--- src/rtl/tl_ul_port_buffer_pkg.sv ---
`default_nettype none
// ============================================================================
// Module      : tl_ul_port_buffer_pkg
// Description : Shared types and constants for the TL-UL port buffer.
//               Holds the A/D beat payload structs (all header fields except
//               source, whose width is set per instance), the TileLink
//               opcode constants and the per-channel FIFO depth.
// Revision    : 1.0 - initial release
// ============================================================================
package tl_ul_port_buffer_pkg;

    // Entries per channel FIFO.
    localparam int c_fifo_depth = 2;

    // A-channel opcodes.
    localparam logic [2:0] c_a_put_full_data    = 3'd0;
    localparam logic [2:0] c_a_put_partial_data = 3'd1;
    localparam logic [2:0] c_a_arithmetic_data  = 3'd2;
    localparam logic [2:0] c_a_logical_data     = 3'd3;
    localparam logic [2:0] c_a_get              = 3'd4;
    localparam logic [2:0] c_a_intent           = 3'd5;

    // D-channel opcodes.
    localparam logic [2:0] c_d_access_ack       = 3'd0;
    localparam logic [2:0] c_d_access_ack_data  = 3'd1;
    localparam logic [2:0] c_d_hint_ack         = 3'd2;

    // A beat payload without the source field.
    typedef struct packed {
        logic [2:0]  opcode;
        logic [2:0]  param;
        logic [2:0]  size;
        logic [31:0] address;
        logic [7:0]  mask;
        logic        corrupt;
    } a_beat_t;

    // D beat payload without the source field.
    typedef struct packed {
        logic [2:0]  opcode;
        logic [2:0]  param;
        logic [2:0]  size;
        logic        denied;
        logic        corrupt;
        logic [63:0] data;
    } d_beat_t;

endpackage : tl_ul_port_buffer_pkg
`default_nettype wire

--- src/rtl/tl_ul_fifo2.sv ---
`default_nettype none
// ============================================================================
// Module      : tl_ul_fifo2
// Description : Small registered FIFO used for both TL-UL channels.
//               Ports:
//                 clk, rst                 - clock, synchronous active-high reset
//                 i_in_valid/o_in_ready    - enqueue handshake
//                 i_in_data   [W]          - enqueue payload
//                 o_out_valid/i_out_ready  - dequeue handshake
//                 o_out_data  [W]          - head payload (register output)
//               o_in_ready is !full from registered state only, so there is
//               no path from i_out_ready to o_in_ready; a full FIFO refuses
//               data even in a cycle where it dequeues.
// Revision    : 1.0 - initial release
// ============================================================================
module tl_ul_fifo2
    import tl_ul_port_buffer_pkg::*;
#(
    parameter int W     = 8,
    parameter int DEPTH = c_fifo_depth
) (
    input  logic         clk,
    input  logic         rst,
    input  logic         i_in_valid,
    output logic         o_in_ready,
    input  logic [W-1:0] i_in_data,
    output logic         o_out_valid,
    input  logic         i_out_ready,
    output logic [W-1:0] o_out_data
);

    localparam int c_ptr_w = (DEPTH > 1) ? $clog2(DEPTH) : 1;
    localparam int c_cnt_w = $clog2(DEPTH + 1);

    logic [W-1:0]       r_mem [DEPTH];
    logic [c_ptr_w-1:0] r_wr_ptr;
    logic [c_ptr_w-1:0] r_rd_ptr;
    logic [c_cnt_w-1:0] r_count;
    logic               r_rdy_en;   // holds ready low while in reset

    logic w_full;
    logic w_enq;
    logic w_deq;

    function automatic logic [c_ptr_w-1:0] next_ptr(input logic [c_ptr_w-1:0] p);
        if (p == c_ptr_w'(DEPTH - 1)) begin
            return '0;
        end
        return p + c_ptr_w'(1);
    endfunction

    assign w_full      = (r_count == c_cnt_w'(DEPTH));
    assign o_in_ready  = r_rdy_en && !w_full;
    assign o_out_valid = (r_count != '0);
    assign o_out_data  = r_mem[r_rd_ptr];
    assign w_enq       = i_in_valid && o_in_ready;
    assign w_deq       = o_out_valid && i_out_ready;

    always_ff @(posedge clk) begin
        if (rst) begin
            r_wr_ptr <= '0;
            r_rd_ptr <= '0;
            r_count  <= '0;
            r_rdy_en <= 1'b0;
        end else begin
            r_rdy_en <= 1'b1;
            if (w_enq) begin
                r_wr_ptr <= next_ptr(r_wr_ptr);
            end
            if (w_deq) begin
                r_rd_ptr <= next_ptr(r_rd_ptr);
            end
            case ({w_enq, w_deq})
                2'b10:   r_count <= r_count + c_cnt_w'(1);
                2'b01:   r_count <= r_count - c_cnt_w'(1);
                default: r_count <= r_count;
            endcase
        end
    end

    // Payload storage carries no reset; validity comes from r_count.
    always_ff @(posedge clk) begin
        if (w_enq) begin
            r_mem[r_wr_ptr] <= i_in_data;
        end
    end

endmodule : tl_ul_fifo2
`default_nettype wire

--- src/rtl/tl_ul_port_buffer.sv ---
`default_nettype none
// ============================================================================
// Module      : tl_ul_port_buffer
// Description : TL-UL port buffer. Registers the A channel (upstream ->
//               downstream) and the D channel (downstream -> upstream) in
//               two-entry FIFOs and limits outstanding requests.
//               Ports:
//                 clock, reset            - clock, synchronous active-high reset
//                 a_in_*  / a_out_*       - A channel in / out (out is monitored)
//                 d_in_*  / d_out_*       - D channel in / out
//                 inflight [4]            - outstanding request count
//                 err_underflow           - pulse: D accepted with nothing outstanding
// Revision    : 1.0 - initial release
// ============================================================================
module tl_ul_port_buffer
    import tl_ul_port_buffer_pkg::*;
#(
    parameter int SRC_W        = 2,
    parameter int MAX_INFLIGHT = 4,
    parameter int DEPTH        = c_fifo_depth
) (
    input  logic             clock,
    input  logic             reset,
    // A channel, upstream side
    input  logic             a_in_valid,
    output logic             a_in_ready,
    input  logic [2:0]       a_in_opcode,
    input  logic [2:0]       a_in_param,
    input  logic [2:0]       a_in_size,
    input  logic [SRC_W-1:0] a_in_source,
    input  logic [31:0]      a_in_address,
    input  logic [7:0]       a_in_mask,
    input  logic             a_in_corrupt,
    // A channel, downstream side
    output logic             a_out_valid,
    input  logic             a_out_ready,
    output logic [2:0]       a_out_opcode,
    output logic [2:0]       a_out_param,
    output logic [2:0]       a_out_size,
    output logic [SRC_W-1:0] a_out_source,
    output logic [31:0]      a_out_address,
    output logic [7:0]       a_out_mask,
    output logic             a_out_corrupt,
    // D channel, downstream side
    input  logic             d_in_valid,
    output logic             d_in_ready,
    input  logic [2:0]       d_in_opcode,
    input  logic [2:0]       d_in_param,
    input  logic [2:0]       d_in_size,
    input  logic [SRC_W-1:0] d_in_source,
    input  logic             d_in_denied,
    input  logic             d_in_corrupt,
    input  logic [63:0]      d_in_data,
    // D channel, upstream side
    output logic             d_out_valid,
    input  logic             d_out_ready,
    output logic [2:0]       d_out_opcode,
    output logic [2:0]       d_out_param,
    output logic [2:0]       d_out_size,
    output logic [SRC_W-1:0] d_out_source,
    output logic             d_out_denied,
    output logic             d_out_corrupt,
    output logic [63:0]      d_out_data,
    // Status
    output logic [3:0]       inflight,
    output logic             err_underflow
);

    // Source is appended above the struct since its width is per instance.
    localparam int c_a_w = $bits(a_beat_t) + SRC_W;
    localparam int c_d_w = $bits(d_beat_t) + SRC_W;

    a_beat_t          w_a_in_beat;
    a_beat_t          w_a_out_beat;
    d_beat_t          w_d_in_beat;
    d_beat_t          w_d_out_beat;
    logic [SRC_W-1:0] w_a_out_source;
    logic [SRC_W-1:0] w_d_out_source;
    logic [c_a_w-1:0] w_a_out_data;
    logic [c_d_w-1:0] w_d_out_data;

    logic       w_a_fifo_valid;
    logic       w_a_allow;
    logic       w_a_fire;
    logic       w_d_fire;
    logic [3:0] r_inflight;
    logic       r_err_underflow;

    always_comb begin
        w_a_in_beat         = '0;
        w_a_in_beat.opcode  = a_in_opcode;
        w_a_in_beat.param   = a_in_param;
        w_a_in_beat.size    = a_in_size;
        w_a_in_beat.address = a_in_address;
        w_a_in_beat.mask    = a_in_mask;
        w_a_in_beat.corrupt = a_in_corrupt;

        w_d_in_beat         = '0;
        w_d_in_beat.opcode  = d_in_opcode;
        w_d_in_beat.param   = d_in_param;
        w_d_in_beat.size    = d_in_size;
        w_d_in_beat.denied  = d_in_denied;
        w_d_in_beat.corrupt = d_in_corrupt;
        w_d_in_beat.data    = d_in_data;
    end

    // Comparison against a register only: the gate adds no input-to-output path.
    assign w_a_allow   = (r_inflight < 4'(MAX_INFLIGHT));
    assign a_out_valid = w_a_fifo_valid && w_a_allow;
    assign w_a_fire    = a_out_valid && a_out_ready;
    assign w_d_fire    = d_in_valid && d_in_ready;

    tl_ul_fifo2 #(
        .W     (c_a_w),
        .DEPTH (DEPTH)
    ) u_a_fifo (
        .clk         (clock),
        .rst         (reset),
        .i_in_valid  (a_in_valid),
        .o_in_ready  (a_in_ready),
        .i_in_data   ({a_in_source, w_a_in_beat}),
        .o_out_valid (w_a_fifo_valid),
        .i_out_ready (a_out_ready && w_a_allow),   // head is held while gated
        .o_out_data  (w_a_out_data)
    );

    tl_ul_fifo2 #(
        .W     (c_d_w),
        .DEPTH (DEPTH)
    ) u_d_fifo (
        .clk         (clock),
        .rst         (reset),
        .i_in_valid  (d_in_valid),
        .o_in_ready  (d_in_ready),
        .i_in_data   ({d_in_source, w_d_in_beat}),
        .o_out_valid (d_out_valid),
        .i_out_ready (d_out_ready),
        .o_out_data  (w_d_out_data)
    );

    assign {w_a_out_source, w_a_out_beat} = w_a_out_data;
    assign {w_d_out_source, w_d_out_beat} = w_d_out_data;

    assign a_out_opcode  = w_a_out_beat.opcode;
    assign a_out_param   = w_a_out_beat.param;
    assign a_out_size    = w_a_out_beat.size;
    assign a_out_source  = w_a_out_source;
    assign a_out_address = w_a_out_beat.address;
    assign a_out_mask    = w_a_out_beat.mask;
    assign a_out_corrupt = w_a_out_beat.corrupt;

    assign d_out_opcode  = w_d_out_beat.opcode;
    assign d_out_param   = w_d_out_beat.param;
    assign d_out_size    = w_d_out_beat.size;
    assign d_out_source  = w_d_out_source;
    assign d_out_denied  = w_d_out_beat.denied;
    assign d_out_corrupt = w_d_out_beat.corrupt;
    assign d_out_data    = w_d_out_beat.data;

    // Outstanding-request tracking. A D beat arriving with nothing
    // outstanding is still buffered; it only raises the error pulse.
    always_ff @(posedge clock) begin
        if (reset) begin
            r_inflight      <= 4'd0;
            r_err_underflow <= 1'b0;
        end else begin
            r_err_underflow <= 1'b0;
            case ({w_a_fire, w_d_fire})
                2'b10: r_inflight <= r_inflight + 4'd1;
                2'b01: begin
                    if (r_inflight == 4'd0) begin
                        r_err_underflow <= 1'b1;
                    end else begin
                        r_inflight <= r_inflight - 4'd1;
                    end
                end
                default: r_inflight <= r_inflight;
            endcase
        end
    end

    assign inflight      = r_inflight;
    assign err_underflow = r_err_underflow;

endmodule : tl_ul_port_buffer
`default_nettype wire

--- config.mk ---
export PLATFORM = sky130hd
export DESIGN_NAME = tl_ul_port_buffer
export DESIGN_NICKNAME = d
export VERILOG_FILES = /design/src/rtl/tl_ul_port_buffer_pkg.sv /design/src/rtl/tl_ul_fifo2.sv /design/src/rtl/tl_ul_port_buffer.sv
export SDC_FILE = /design/constraint.sdc
export NUM_CORES = 1
export LEC_CHECK = 0
export ABC_AREA = 1
export BUFFER_PORTS_ARGS = -buffer_cell sky130_fd_sc_hd__buf_2
export CAP_MARGIN = 20
export CORE_MARGIN = 2
export CORE_UTILIZATION = 47
export CTS_CLUSTER_SIZE = 24
export DETAILED_ROUTE_END_ITERATION = 10
export PLACE_DENSITY = 0.82
export SETUP_SLACK_MARGIN = 0.1
export SYNTH_ARGS = -nofsm -noshare
export SYNTH_HDL_FRONTEND = slang
export SYNTH_SLANG_ARGS = --single-unit
export TNS_END_PERCENT = 100
--- constraint.sdc ---
create_clock -name clock -period 4.2 [get_ports clock]
set_input_delay 0.42 -clock clock [delete_from_list [all_inputs] [get_ports clock]]
set_output_delay 0.42 -clock clock [all_outputs]
set_load 0.1 [all_outputs]
### Word-level counts from Yosys, hierarchy flattened

Memories as Yosys holds them, arrays and structs flattened. A register that Yosys moved wholly into a read port is not among the register bits.
Cells that the tools add are included.

| operators by class | value |
|---|---|
| add/subtract/negate cells | 10 |
| magnitude comparators | 1 |
| equal/unequal tests | 9 |
| multiplexer cells | 34 |
| bitwise gates (word level) | 1 |
| reductions and logical operators | 19 |

Operators with widths:

| kind | count |
|---|---|
| $mux 1 | 30 |
| $eq 2x2->1 const B | 5 |
| $reduce_bool 2->1 | 5 |
| $logic_and 1x1->1 | 9 |
| $pmux 2 s2 | 2 |
| $pmux 4 s2 | 1 |
| $eq 2x1->1 const B | 3 |
| $add 1x1->1 const B | 4 |
| $add 2x1->2 const B | 2 |
| $add 4x1->4 const B | 1 |
| $logic_not 4->1 | 1 |
| $lt 4x3->1 const B | 1 |
| $mux 4 | 1 |
| $sub 2x1->2 const B | 2 |
| $sub 4x1->4 const B | 1 |
| $logic_not 1->1 | 2 |
| $ne 2x2->1 const B | 1 |
| $reduce_and 2->1 | 1 |
| $reduce_or 2->1 | 1 |
| $not 1->1 | 1 |

| word-level totals | value |
|---|---|
| register bits after elaboration | 14 |
| bits in writable memories | 258 |
| input port bits | 135 |
| word-level logic and storage cells | 85 |
| memories kept | 2 |

Memories:

| name | depth | bits a word | rd ports | clocked after memory_dff | write ports | line | RTL |
|---|---|---|---|---|---|---|---|
| u_d_fifo.r_mem | 2 | 77 | 1 | 1 | 1 | tl_ul_fifo2.sv:35 | `logic [W-1:0] r_mem [DEPTH];` |
| u_a_fifo.r_mem | 2 | 52 | 1 | 1 | 1 | tl_ul_fifo2.sv:35 |  |

### Logic depth before layout (Yosys ltp)

| logic depth | value |
|---|---|
| depth after elaboration | 8 |
| mapped depth | 13 |
| mapped depth without buffers | 13 |

### Modules after synthesis

From an unflattened synthesis, not the netlist that was laid out.

| second synthesis, totals | value |
|---|---|
| cells, all modules | 535 |
| area, all modules | 10578.9 µm² |

Modules (own cells, without submodules):

| module | times used | cells each | area each (µm²) | sequential area each (µm²) |
|---|---|---|---|---|
| tl_ul_fifo2 at u_d_fifo | 1 | 282 | 5969.5 | 4744.6 |
| tl_ul_fifo2 at u_a_fifo | 1 | 204 | 4285.4 | 3243.1 |
| tl_ul_port_buffer | 1 | 49 | 324.1 | 100.1 |

### Worst setup path before layout

OpenSTA, ideal clock, no wires.

| timing | value |
|---|---|
| path kind | reg-to-reg |
| from | register u_a_fifo.r_rdy_en |
| to | memory u_a_fifo.r_mem[0][0] (netlist name), enable pin |
| arrival time | 5383 ps |
| path slack | -1645 ps |
| cell stages (with the launch flop) | 4 |
| path buffers | 0 |
| clock period less this slack | 5845 ps |
| cell sequence | dfxtp_1 a21boi_0 nand2_1 nor2_1 |

| on the way | value |
|---|---|
| longest elaborated chain between the ends | 4 |

RTL lines:

| element | line | RTL |
|---|---|---|
| from (decl) | tl_ul_fifo2.sv:39 | `logic r_rdy_en;` |
| from (signal assigned) | tl_ul_fifo2.sv:64 | `r_rdy_en <= 1'b0;` |
| from (signal assigned) | tl_ul_fifo2.sv:66 | `r_rdy_en <= 1'b1;` |
| $logic_and 1x1->1 | tl_ul_fifo2.sv:53 | `assign o_in_ready = r_rdy_en && !w_full;` |
| net a_in_ready | tl_ul_port_buffer.sv:26 | `output logic a_in_ready,` |
| $logic_and 1x1->1 | tl_ul_fifo2.sv:56 | `assign w_enq = i_in_valid && o_in_ready;` |
| $mux 1 | tl_ul_fifo2.sv:83 | `if (w_enq) begin` |
| $mux 1 (implied by the code) | tl_ul_fifo2.sv:84 | `r_mem[r_wr_ptr] <= i_in_data;` |
| to (decl) | tl_ul_fifo2.sv:35 |  |

The timed path passes the listed nets, and every way through them passes these cells.

==> run_results.csv <==
group,metric,value,unit
timing,setup_viol,0,
synth,ys_seq_area_frac,0.800,
synth,ys_warn_count,0,
floorplanning,io_pins,273,
synth,synth_area,10100,um^2
floorplanning,dieWidth,151,um
clock_network,cts.htree.levels,1,
power_and_ir_drop,leakagePower,4.75,nW
layout,layout_commonest_cell,"buf_2",
layout,final_core_util,0.602,
layout,area_growth,25.4,%
placement,numPortBuffers,272,
timing,fmax,342,MHz
timing,tightest_slew,1040,ps
clock_network,cts_root_buf,"clkbuf_16",
layout,final_cell_mix,"buf_2 (272), edfxtp_1 (258), mux2_2 (129)",
floorplanning,core_region_area,21000,um^2
clock_network,ctsHoldBuffers,0,
global_routing,grt_max_degree,78,
global_routing,track_usage,0.164,
timing,skew,3.83,ps
clock_network,cts_made_buffers,27,
timing,setup_tns,0,ps
timing,hold_viol_final,0,
global_routing,grt_first_pass_wirelength,28600,um
power_and_ir_drop,p_total,7.99,mW
clock_network,cts.sinks,274,
power_and_ir_drop,power_density,631,nW/um^2
setup_path,worstPathRequired,3780,ps
routing,wire_per_inst,18.0,um
synth,synthesis.nets,643,
routing,viasPerCell,4.96,
routing,wl,19600,um
job,drv_cap,0,
layout,nets,933,
setup_path,start_kind,"flop",
layout,drive_gt1_frac,0.564,
clock_network,clock_path_buffers,3,
timing,relSlewSlack,0.304,
setup_path,end_kind,"output pin",
global_routing,overflow,0,
setup_path,crit_arrival,2500,ps
synth,ys_ff_latch,274,
routing,vias,5405,
floorplanning,die_y,151,um
hold_path,hold_path_class,"in -> reg",
timing,drv_slew,0,
clock_network,cts_resized,0,
setup_path,crit_type,"reg -> out",
setup_path,path_max_fanout,38,
floorplanning,start_util,0.480,
routing,ant_nets,0,
placement,dp_hpwl,13000,um
timing,min_period_over_period,0.695,
clock_network,clock_latency,520,ps
clock_network,clkTransAtPathRegs,60,ps
timing,rsz0062_at_grt,"false",
status,status,"completed",
floorplanning,dieArea,22700,um^2
clock_network,cts_tree,"yes",
global_routing,grt_pass1_vias,5491,
global_routing,grt_antenna_before_repair,4,
synth,postSynthCellCount,505,
routing,detail_route.first_pass.iterations,4,
timing,min_period,2920,ps
timing,holdWs,88.9,ps
floorplanning,rows,53,
clock_network,cts_setup_buffers,0,
placement,place_congestion,0.761,
power_and_ir_drop,vdd_ir_drop_max,0.000451,V
routing,drt_iter0_drc,200,
synth,synth.distinct_cells,24,
routing,drc,0,
synth,avgSynthCellArea,20.0,um^2
[sequential cells by signal, indices dropped and copies added, names as in the netlist, 2 cells and up, named ones only]
| register | flops |
|---|---|
| u_a_fifo.r_count | 2 |
| u_a_fifo.r_mem | 104 |
| u_d_fifo.r_mem | 154 |
| inflight | 4 |
| u_d_fifo.r_count | 2 |
[worst paths after layout]
| kind | startpoint | end | slack (ps) | cells past startpoint |
|---|---|---|---|---|
| setup reg to reg | u_d_fifo.r_count[0] | u_d_fifo.r_mem[1][66] | 2030 | 7 |
| hold reg to reg | u_d_fifo.r_rd_ptr | flop | 460 | 1 |
| setup / recovery | flop | a_out_address[27] | 1280 | 3 |
| hold / removal | a_in_address[19] | u_a_fifo.r_mem[0][28] | 90 | 1 |
[worst max-delay path, stage by stage, from the launching register on]
cell     delay (ps)
dfxtp_2         900
buf_4           380
mux2_2          370
buf_2           290
[per-layer routing]
metal  GRT usage  part of all wire  vias to the layer above
met5           0            0.0014                        -
met4      0.0481             0.022                        4
met3      0.0561              0.11                       40
met2       0.275              0.47                      239
met1       0.201              0.40                     2590
li1            -                 -                     2532
[synthesized netlist by cell type, drive strengths merged]
| cell | number | area [um^2] |
|---|---|---|
| inv | 17 | 63.8 |
| nand2 | 18 | 92.6 |
| nand3 | 6 | 47.6 |
| mux2 | 129 | 1450 |
| xor2 | 3 | 26.3 |
| clkbuf | 3 | 11.3 |
| a21boi | 1 | 7.51 |
| buf | 13 | 72.6 |
| nor2 | 9 | 57.6 |
| o21ai | 12 | 60.1 |
| dfxtp | 16 | 320 |
| ha | 3 | 37.5 |
| nor3 | 2 | 10.0 |
| edfxtp | 258 | 7750 |
| a21oi | 14 | 70.1 |
| o21bai | 1 | 11.3 |
[metrics by stage]
stage / cell area (um^2) / setup slack (ps) / instances
after floorplan: 10100 / -254 / 505
after detailed placement: 11800 / 1790 / 1041
after global placement: 11800 / 1840 / 1041
after global routing: 12600 / 1120 / 1087
after CTS: 12600 / 1220 / 1087
final: 12600 / 1280 / 1089
[logic make-up (layout without fill, tap and decap cells)]
| logic type | Yosys count | after routing | share of synthesized area |
|---|---|---|---|
| flops | 274 | 274 | 0.800 |
| xor+xnor | 3 | 3 | 0.00260 |
| mux | 129 | 129 | 0.144 |
| fa+ha+maj | 3 | 3 | 0.00372 |
| other cells | 0 | 2 | 0 |
| compound gates | 28 | 28 | 0.0148 |
| simple gates | 35 | 35 | 0.0206 |
| buf+inv | 33 | 340 | 0.0146 |
[final cells by class]
class,instances,area [um^2]
multi-input combinational,198,1900
antenna,2,5.00
inverter,17,63.8
timing repair buffer,277,1400
fill,1544,8370
sequential,274,8070
tap,275,344
clock inverter,14,168
clock buffer,32,694
[power by group]
| part | total [mW] | internal [mW] | switching, mW |
|---|---|---|---|
| registers | 3.28 | 3.15 | 0.132 |
| logic | 2.35 | 0.449 | 1.90 |
| clock network | 2.35 | 1.42 | 0.938 |
Note: power is estimated with default switching activity, not from simulation.
